`config.mk`:
```
export PLATFORM = sky130hd
export DESIGN_NAME = pe_array_drain
export DESIGN_NICKNAME = d
export VERILOG_FILES = /design/src/rtl/pe_array_drain.sv
export SDC_FILE = /design/constraint.sdc
export NUM_CORES = 1
export LEC_CHECK = 0
export CAP_MARGIN = 5
export CORE_ASPECT_RATIO = 1.1
export CORE_MARGIN = 2
export CORE_UTILIZATION = 45
export DETAILED_ROUTE_END_ITERATION = 8
export GPL_ROUTABILITY_DRIVEN = 0
export PLACE_DENSITY = 0.84
export SYNTH_ARGS = -nofsm -noshare
export SYNTH_HDL_FRONTEND = slang
export SYNTH_SLANG_ARGS = --single-unit
```
`constraint.sdc`:
```
create_clock -name master_clock -period 2.6 [get_ports master_clock]
set_clock_uncertainty 0.05 [all_clocks]
set_input_delay 0.26 -clock master_clock [delete_from_list [all_inputs] [get_ports master_clock]]
set_output_delay 0.26 -clock master_clock [all_outputs]
set_load 0.01 [all_outputs]
```
`src/rtl/pe_array_drain.sv`:
```
// ---------------------------------------------------------------------------
// pe_array_drain
//   Result-readout sequencer for the PE array random-access read port. After
//   a compute pass it walks every PE position in row-major order: drives the
//   address, issues a one-cycle active-low rdn strobe, samples output_value
//   READ_WAIT rising edges later and forwards the word on a valid/ready
//   stream tagged with its row/column.
//
// Optional feature macro: DRAIN_ABORT_EN
//   When defined, adds input abort and output aborted (one-cycle pulse).
//   An abort in any non-idle state drops the drain immediately without done.
//
// Ports
//   master_clock      sole clock
//   reset             synchronous, active-high
//   start             single-cycle request to begin a full drain (IDLE only)
//   busy / done       drain in progress / one-cycle pulse after final beat
//   x_position,
//   y_position        row / column address to array read port
//   rdn               read strobe to array, idle high
//   output_value      array read data
//   out_data/out_row/
//   out_col/out_last  captured beat, valid while out_valid
//   out_valid,
//   out_ready         stream handshake toward result buffer
//   abort, aborted    (DRAIN_ABORT_EN only)
// ---------------------------------------------------------------------------
module pe_array_drain #(
    parameter int ROWS      = 16,
    parameter int COLS      = 16,
    parameter int DATA_W    = 32,
    parameter int READ_WAIT = 2
) (
    input  logic              master_clock,
    input  logic              reset,
    input  logic              start,
    output logic              busy,
    output logic              done,
    output logic [7:0]        x_position,
    output logic [7:0]        y_position,
    output logic              rdn,
    input  logic [DATA_W-1:0] output_value,
    output logic [DATA_W-1:0] out_data,
    output logic [7:0]        out_row,
    output logic [7:0]        out_col,
    output logic              out_valid,
    input  logic              out_ready,
    output logic              out_last
`ifdef DRAIN_ABORT_EN
    ,
    input  logic              abort,
    output logic              aborted
`endif
);

    typedef enum logic [2:0] {
        S_IDLE,
        S_SETUP,
        S_STROBE,
        S_WAIT,
        S_PRESENT,
        S_FINISH
    } state_t;

    localparam logic [7:0] LAST_ROW = 8'(ROWS - 1);
    localparam logic [7:0] LAST_COL = 8'(COLS - 1);

    // WAIT lasts READ_WAIT-1 cycles; the counter runs 0 .. READ_WAIT-2.
    localparam int             WCW       = (READ_WAIT > 2) ? $clog2(READ_WAIT - 1) : 1;
    localparam logic [WCW-1:0] WAIT_LAST = WCW'((READ_WAIT >= 2) ? READ_WAIT - 2 : 0);

    state_t            r_state;
    logic [7:0]        r_row;
    logic [7:0]        r_col;
    logic [WCW-1:0]    r_wait;
    logic              r_busy;
    logic              r_done;
    logic [7:0]        r_x;
    logic [7:0]        r_y;
    logic              r_rdn;
    logic [DATA_W-1:0] r_out_data;
    logic [7:0]        r_out_row;
    logic [7:0]        r_out_col;
    logic              r_out_valid;
    logic              r_out_last;
`ifdef DRAIN_ABORT_EN
    logic              r_aborted;
`endif

    logic       w_sample;
    logic       w_col_wrap;
    logic       w_is_last;
    logic [7:0] w_next_row;
    logic [7:0] w_next_col;

    // The sampling edge is the READ_WAIT-th edge after rdn fell: the edge
    // leaving STROBE when READ_WAIT=1, otherwise the last WAIT edge.
    always_comb begin
        w_sample = 1'b0;
        if (r_state == S_STROBE && READ_WAIT == 1)
            w_sample = 1'b1;
        if (r_state == S_WAIT && r_wait == WAIT_LAST)
            w_sample = 1'b1;
    end

    assign w_col_wrap = (r_col == LAST_COL);
    assign w_is_last  = (r_row == LAST_ROW) && w_col_wrap;
    assign w_next_col = w_col_wrap ? 8'd0 : r_col + 8'd1;
    assign w_next_row = w_col_wrap ? r_row + 8'd1 : r_row;

    always_ff @(posedge master_clock) begin
        if (reset) begin
            r_state     <= S_IDLE;
            r_row       <= '0;
            r_col       <= '0;
            r_wait      <= '0;
            r_busy      <= 1'b0;
            r_done      <= 1'b0;
            r_x         <= '0;
            r_y         <= '0;
            r_rdn       <= 1'b1;
            r_out_data  <= '0;
            r_out_row   <= '0;
            r_out_col   <= '0;
            r_out_valid <= 1'b0;
            r_out_last  <= 1'b0;
`ifdef DRAIN_ABORT_EN
            r_aborted   <= 1'b0;
        end else if (abort && r_state != S_IDLE) begin
            // Abort beats any handshake on the same edge; the beat is lost.
            r_state     <= S_IDLE;
            r_rdn       <= 1'b1;
            r_out_valid <= 1'b0;
            r_out_last  <= 1'b0;
            r_busy      <= 1'b0;
            r_done      <= 1'b0;
            r_aborted   <= 1'b1;
`endif
        end else begin
            r_done <= 1'b0;
`ifdef DRAIN_ABORT_EN
            r_aborted <= 1'b0;
`endif
            case (r_state)
                S_IDLE: begin
                    if (start) begin
                        r_row   <= '0;
                        r_col   <= '0;
                        r_x     <= '0;
                        r_y     <= '0;
                        r_busy  <= 1'b1;
                        r_state <= S_SETUP;
                    end
                end
                // Address has been stable for one cycle; drop the strobe.
                S_SETUP: begin
                    r_rdn   <= 1'b0;
                    r_state <= S_STROBE;
                end
                S_STROBE: begin
                    r_rdn  <= 1'b1;
                    r_wait <= '0;
                    if (!w_sample)
                        r_state <= S_WAIT;
                end
                S_WAIT: begin
                    if (!w_sample)
                        r_wait <= r_wait + 1'b1;
                end
                // Outputs hold while stalled; nothing new goes to the array.
                S_PRESENT: begin
                    if (r_out_valid && out_ready) begin
                        r_out_valid <= 1'b0;
                        r_out_last  <= 1'b0;
                        if (r_out_last) begin
                            r_done  <= 1'b1;
                            r_busy  <= 1'b0;
                            r_state <= S_FINISH;
                        end else begin
                            r_row   <= w_next_row;
                            r_col   <= w_next_col;
                            r_x     <= w_next_row;
                            r_y     <= w_next_col;
                            r_state <= S_SETUP;
                        end
                    end
                end
                S_FINISH: begin
                    r_state <= S_IDLE;
                end
                default: begin
                    r_state <= S_IDLE;
                end
            endcase

            if (w_sample) begin
                r_out_data  <= output_value;
                r_out_row   <= r_row;
                r_out_col   <= r_col;
                r_out_last  <= w_is_last;
                r_out_valid <= 1'b1;
                r_state     <= S_PRESENT;
            end
        end
    end

    assign busy       = r_busy;
    assign done       = r_done;
    assign x_position = r_x;
    assign y_position = r_y;
    assign rdn        = r_rdn;
    assign out_data   = r_out_data;
    assign out_row    = r_out_row;
    assign out_col    = r_out_col;
    assign out_valid  = r_out_valid;
    assign out_last   = r_out_last;
`ifdef DRAIN_ABORT_EN
    assign aborted    = r_aborted;
`endif

endmodule

```
Yosys cells after proc, flatten, opt, wreduce, memory -nomap -nowiden --
Index checks and enable logic that the tools add are counted.
Storage, ports and cells: register bits after elaboration 73, output and inout port bits 69, logic and storage cells 80
Operators by class: mux-type cells 27, reductions and logical operators 18, equal/unequal tests 15, bitwise logic cells 4, $add $sub $neg 3
Operators with widths (count):
- $mux 8 | 7
- $pmux 8 s2 | 2
- $add 8x1->8 const B | 2
- $eq 8x4->1 const B | 2
- $pmux 3 s5 | 1
- $mux 3 | 4
- $ne 2x2->1 const B | 6
- $mux 1 | 10
- $reduce_bool 2->1 | 5
- $reduce_and 4->1 | 2
- $eq 3x2->1 const B | 2
- $ne 3x3->1 const B | 2
- $pmux 1 s2 | 3
- $reduce_and 3->1 | 2
- $reduce_and 5->1 | 1
- $ne 4x4->1 const B | 1
- $not 1->1 | 4
- $reduce_and 2->1 | 2
- $eq 3x1->1 const B | 1
- $eq 3x3->1 const B | 1
- $logic_and 1x1->1 | 3
- $logic_not 3->1 | 1
- $reduce_or 3->1 | 1
- $reduce_or 2->1 | 1
- $add 1x1->1 const B | 1

Depth between registers and ports, before layout --
Gate-level depths: netlist of run 1.
word-level depth 5, gate-level depth with buffers 8, mapped depth without buffers 6

Worst setup path after synthesis of run 1 --
OpenSTA, ideal clock, no wires.
kind reg-to-reg, start point reg y_position[0] (netlist name), end point reg r_y[0] (netlist: y_position[0]), required time 2487 ps, period minus slack after synthesis 1808 ps, data arrival time 1694 ps, buffers on the path 1, setup slack 792 ps, stages on the path, launching flop included 8, cell sequence dfxtp_1 ha_1 and3_1 a21oi_2 a21oi_4 or2_1 buf_6 nor2_2
RTL lines:
- end signal: assignment | line 183 | r_y <= w_next_col;
- end: declaration | line 79 | logic [7:0] r_y;

Worst setup path in the final report of run 1 --
start point reg r_state[2], end point reg r_y[3] (netlist: y_position[3])
Between the ends: cells in the longest elaborated chain, start to end 3, elaborated cells between the ends (all ways) 8, classes of those cells eq/ne: 4; mux: 1; reduce/logical: 3
RTL lines:
- start: declaration | line 72 | state_t r_state;
- start signal: assignment | line 113 | r_state <= S_IDLE;
- start signal: assignment | line 152 | r_state <= S_SETUP;
- start signal: assignment | line 158 | r_state <= S_STROBE;
- $eq 3x3->1 / $logic_not 3->1 (equally long branches) | line 144 | case (r_state)
- $ne 2x2->1 (no line) / $reduce_bool 2->1 (equally long branches)
- $reduce_and 4->1 (no line)
Several ways; a longest one is shown, not always the timed one. A chain may end at the register's enable or synchronous reset.

==> results of run 1 <==
## Yosys cell counts, types with 2 or more instances
| cell type | count |
|---|---|
| xnor2_1 | 9 |
| nor2_2 | 6 |
| nand2b_1 | 4 |
| nand3b_1 | 2 |
| a21oi_1 | 56 |
| nand2_1 | 106 |
| xor2_1 | 3 |
| nor2_1 | 14 |
| inv_1 | 3 |
| dfxtp_1 | 73 |
| buf_6 | 3 |
| and3_1 | 2 |
| nand3_1 | 7 |
| ha_1 | 2 |
| buf_2 | 3 |
| nor3_1 | 5 |
| a211oi_1 | 4 |
| nand4_1 | 3 |
| clkbuf_1 | 14 |
| a21boi_0 | 2 |
## worst reg2reg max path, stage by stage (launching register included)
cell and delay [ns]:
dfxtp_1 0.54, nand3_1 0.15, a221o_1 0.56, a21oi_4 0.27, or2_1 0.33, nor2_2 0.08
## final cells by class
type | count | area [um^2] | share of cell area, %
clock buffers | 11 | 151.4 | 3.562
clock inverters | 5 | 125.1 | 2.944
inverters | 3 | 11.26 | 0.2649
multi-input cells | 247 | 1313 | 30.88
flip-flops and latches | 73 | 1461 | 34.38
well taps | 80 | 100.1 | 2.355
repair buffers | 111 | 1089 | 25.61
## metal layers
metal | part of all wire (%) | vias to the layer above | routed length [um]
li1 | - | 1351 | -
met1 | 43 | 1212 | 3050
met2 | 50 | 60 | 3557
met3 | 4.2 | 15 | 300
met4 | 2.3 | 0 | 161
met5 | 0 | - | 0
## sequential cells by signal, summed over array words and instances (netlist names)
signal      count
done            1
out_row         8
r_wait          1
out_valid       1
y_position      8
x_position      8
out_col         8
busy            1
rdn             1
r_state         3
out_data       32
out_last        1
## power breakdown
part	switching [mW]	internal [mW]	total, mW
sequential	0.0347	1.15	1.18
clock	0.408	0.786	1.19
combinational	0.149	0.153	0.302
total	0.593	2.09	2.68
## worst max path at each step
stage	end	slack, ns	cells after the start
finish	y_position[3]	0.51	5
global route	y_position[3]	0.36	5
CTS	y_position[3]	0.51	5
detailed placement	y_position[0]	0.30	6
global placement	y_position[7]	0.36	6
floorplan	y_position[0]	0.79	7
## cell families after synthesis
family,after synthesis,share of synthesized area (%)
adders and majority gates,2,0.8657
xor gates and xnor gates,12,3.637
DFF,73,50.56
and+or+nand+nor,161,25.32
buffers and inverters,25,4.285
AOI/OAI and AO/OA,72,15.33
## through the flow
stage	hold WS (ns)	setup WS (ns)	total power, mW	instances
floorplan	0.3460	0.7921	1.381	345
global route	0.4012	0.3591	2.788	530
detailed placement	0.3961	0.3000	1.514	514
CTS	0.3717	0.5071	2.696	530
finish	0.3818	0.5064	2.681	530
global placement	0.3905	0.3601	1.506	514
==> out/qor.txt, run 1 <==
Post-synthesis cell count -> 345
Core area -> 6193 um^2
EDFF count, synth -> 0
First-pass GRT wire length -> 11400 um
CTS Buffer Depth -> 2
Synthesis Warnings -> 0
Max Transition Viols Final -> 0
Pleak -> 1.427 nW
Placed Area -> 3974 um^2
Hold Fails Final Rpt -> 0
Worst slew margin -> 60.39%
Mapped Nets -> 383
Total track usage -> 20.41%
Clk_lat worst skew -> 0.34 ns
Largest net degree at the start of global routing -> 40
Cell taking the most area after synthesis -> dfxtp_1
Gr ovfl total -> 0
DRT Pass-1 Iters -> 4
Top Usage Layer GRT -> met2
Routed vias/inst -> 4.977
Fin Setup TNS -> 0 ns
Worst flop-to-flop path startpoint -> r_state[2]
MaxCap Viol Count -> 0
Die area -> 7081 um^2
Grt met3 use -> 4.021%
Vias in the first global route -> 2469
Min-delay src -> reset
Slowest-stage cell, CP -> a221o_1
Post-synth top area share -> 50.56%
Top_reg_cell synth -> dfxtp_1
Cts repair resizes -> 0
Fmax -> 477.6 MHz
Wirelength per Cell -> 13.34 um
Actual slew at the worst max-slew pin -> 0.5941 ns
Setup crit end kind -> register
Sequential share of the synthesized area -> 50.56%
IO Port Bufs -> 104
Initial DRC count -> 114
Post-synth ARST share -> 0%
Synthesis-stage register bit count -> 73
CTS clock-pin slew for the worst setup and hold paths -> 0.08 ns
Critical path fanouts, max -> 12
Drt drc -> 0
CP Launch Type -> register
Worst r2r dst -> y_position[3]
Tmin final -> 2.094 ns
N_diodes -> 0
Synth area leaders -> dfxtp_1 51%, nand2_1 14%, a21oi_1 9.7%
Vert. Die Dim -> 88.06 um
Layout fillers -> 522
Worst path bufs/invs -> 0
Final core utilization -> 68.63%
RSZ-0062 raised after global routing -> no
Crit path DAT -> 2.26 ns
Status -> finished, final reports clean
Final ANT Viol Nets -> 0
Standard-cell rows -> 30
Hold Path Class -> primary input to register
WHS Endpoint -> out_data[18]
Sink Count -> 73
I/O pins -> 105
P per Cell Area -> 630.7 nW/um^2
Final Cycle Share -> 80.52%
R2R depth -> 5
Setup Fix Bufs, Post-CTS -> 0
Area Overhead vs Synth -> 47.06%
Critical Path RT -> 2.76 ns
R2R setup slack -> 0.51 ns
CTS tree -> done
Endpoints failing setup -> 0
Most frequent cells in the layout -> 105 x nand2_1, 103 x clkdlybuf4s50_1, 73 x dfxtp_1
Most common cell after layout, fill and taps aside -> nand2_1
Clock buffer count from CTS -> 9
Critical path type -> register to register
Antenna violations before repair -> 0
Post-synth cell types -> 44
Starting Density -> 46.67%
Hold path depth -> 2
Width of the die -> 80.41 um
Finished Cell Area -> 4250 um^2
Hold buffer count at CTS -> 0
CTS H-tree lvls -> 3
Post-Route WL -> 7070 um
Share of cells above drive strength 1 -> 9.333%
Worst Setup SP -> r_state[2]
CP Cell Sequence -> nand3_1 -> a221o_1 -> a21oi_4 -> or2_1 -> nor2_2
Root Driver -> clkbuf_8
GR Util met2 -> 34.24%
Worst IR Drop VDD -> 0.0004466 V
Mean area per synthesized cell -> 8.378 um^2
HPWL Detailed -> 4945 um
Number of nets in the layout -> 483
Via count -> 2638
Cell class contributing the biggest share of worst-path delay -> compound AO/OA/AOI/OAI gates
GR Layer Usage met1 -> 24.87%
Post-Syn Area -> 2890 um^2
Slowest stage delay, CP -> 0.56 ns
Power figures use the tool's default switching activity.
==> run 2: changes to the inputs <==
--- a/config.mk
+++ b/config.mk
@@ -8,10 +8,10 @@
 export CAP_MARGIN = 5
 export CORE_ASPECT_RATIO = 1.1
 export CORE_MARGIN = 2
-export CORE_UTILIZATION = 45
+export CORE_UTILIZATION = 40
 export DETAILED_ROUTE_END_ITERATION = 8
 export GPL_ROUTABILITY_DRIVEN = 0
-export PLACE_DENSITY = 0.84
+export PLACE_DENSITY = 0.79
 export SYNTH_ARGS = -nofsm -noshare
 export SYNTH_HDL_FRONTEND = slang
 export SYNTH_SLANG_ARGS = --single-unit
==> constraint.sdc (replaced) <==
create_clock -name master_clock -period 1.7 [get_ports master_clock]
set_clock_uncertainty 0.05 [all_clocks]
set_input_delay 0.17 -clock master_clock [delete_from_list [all_inputs] [get_ports master_clock]]
set_output_delay 0.17 -clock master_clock [all_outputs]
set_load 0.01 [all_outputs]
==> out/qor.txt, run 2 (synthesized netlist as in run 1, its figures left out) <==
Status -> finished, final reports clean
Sw Ratio -> 23.79%
Hold Path Class -> primary input to register
Internal Power -> 3.105 mW
Die area -> 7923 um^2
Initial DRC count -> 87
First-pass GRT wire length -> 12200 um
Clk_lat worst skew -> 0.35 ns
Antenna violations before repair -> 0
Endpoints failing setup -> 0
Via count -> 2772
I/O pins -> 105
HPWL Detailed -> 5172 um
CTS H-tree lvls -> 3
Vias in the first global route -> 2654
Width of the die -> 85.05 um
Total track usage -> 19.13%
Pleak -> 1.610 nW
Actual slew at the worst max-slew pin -> 0.3029 ns
Clock buffer count from CTS -> 9
Worst hold slack -> 0.2052 ns
DP Cell Count -> 546
IO Port Bufs -> 104
RSZ-0062 raised after global routing -> yes
N_diodes -> 0
DRT Pass-1 Iters -> 5
Setup crit end kind -> register
Finished Cell Area -> 4579 um^2
Final Cycle Share -> 97.31%
P per Cell Area -> 889.7 nW/um^2
Core area -> 7007 um^2
Starting Density -> 41.25%
Worst IR Drop VDD -> 0.0004695 V
Fmax -> 604.5 MHz
Non-Filler Instances -> 565
Root Driver -> clkbuf_8
Tmin final -> 1.654 ns
CP Launch Type -> register
Gate power share -> 14.6%
Largest net degree at the start of global routing -> 50
Proportion of power drawn by the clock network -> 41.2%
CTS clock-pin slew for the worst setup and hold paths -> 0.08 ns
Standard-cell rows -> 32
Seq pwr share -> 44.2%
Placed Area -> 4244 um^2
Critical path type -> register to register
MaxCap Viol Count -> 0
Most frequent cells in the layout -> 105 x nand2_1, 102 x clkdlybuf4s50_1, 66 x dfxtp_1
Number of nets in the layout -> 513
Fin Setup TNS -> 0 ns
Post-Route WL -> 7550 um
Vert. Die Dim -> 93.16 um
Layout fillers -> 579
Max Transition Viols Final -> 0
CTS Buffer Depth -> 2
Hold Fails Final Rpt -> 0
Crit path DAT -> 1.85 ns
Sink Count -> 73
Area Overhead vs Synth -> 58.44%
Share of cells above drive strength 1 -> 18.33%
Gr ovfl total -> 0
Critical Path RT -> 1.90 ns
P_sw -> 0.9691 mW
Drt drc -> 0
Most common cell after layout, fill and taps aside -> nand2_1
Worst slew margin -> 79.65%
Routed vias/inst -> 4.906
CTS tree -> done
Final ANT Viol Nets -> 0
Wirelength per Cell -> 13.36 um
Critical path fanouts, max -> 6
Max reg flops -> 32
[run 2: cell count changes in the layout (fill, tap and decap cells not counted), moves of 2 or more]
cell / change
dfxtp_1: -7
clkinv_4: +2
a211oi_2: +3
buf_4: +23
a211oi_1: -3
dfxtp_2: +6
buf_12: +4
buf_6: +2
[run 2: through the flow]
step	util [%]	total power [mW]	worst slack (ns)
floorplan	-	2.113	0.0003516
global placement	60.57	2.391	-0.2136
detailed placement	60.57	2.402	-0.2545
CTS	64.46	4.084	0.01025
global route	65.36	4.262	-0.01778
finish	65.36	4.074	0.04569
[run 2: critical path, cell delays in order (launching register included)]
cell,delay (ns)
dfxtp_4,0.36
nor3b_2,0.16
and3_1,0.23
buf_4,0.19
a2111oi_4,0.35
xnor2_1,0.16
nor2_1,0.05
[run 2: final cells by class]
class / count / area (um^2) / share of cell area (%)
inverter: 3 / 11.26 / 0.2459
sequential: 73 / 1473 / 32.16
clock inverter: 6 / 115.1 / 2.514
multi-input combinational: 247 / 1365 / 29.81
clock buffer: 10 / 137.6 / 3.005
tap: 85 / 106.4 / 2.322
timing repair buffer: 141 / 1371 / 29.95
[run 2: power by group through the flow]
| stage | logic (mW) | clock network, mW | registers, mW |
|---|---|---|---|
| global route | 0.648 | 1.81 | 1.81 |
| detailed placement | 0.568 | 0 | 1.83 |
| global placement | 0.559 | 0 | 1.83 |
| CTS | 0.575 | 1.71 | 1.80 |
| finish | 0.596 | 1.68 | 1.80 |
| floorplan | 0.261 | 0 | 1.85 |
[run 2: repair_timing]
item | in CTS | in global routing
resized for setup | 2 | 16
endpoints found under the setup margin | 7 | 15
buffers inserted | 2 | 0
endpoints found under the hold margin | 0 | 0
cloned | 0 | 1
pin swaps | 2 | 9
hold buffers | 0 | 0
[run 2: layer usage]
layer  share of wire (%)  track usage, %  up-vias
met4                 1.6           7.804        0
li1                    -               -     1405
met1                  43           22.97     1275
met2                  50           32.03       80
met3                 5.3           5.472       12
met5                   0               0        -
[run 2: worst paths after layout]
check	cells past startpoint	start	endpoint	slack, ns
max reg2reg	6	r_state[2]	x_position[6]	0.05
max	6	r_state[2]	x_position[6]	0.05
min	3	reset	out_col[7]	0.21
min reg2reg	2	out_col[6]	out_col[6]	0.41
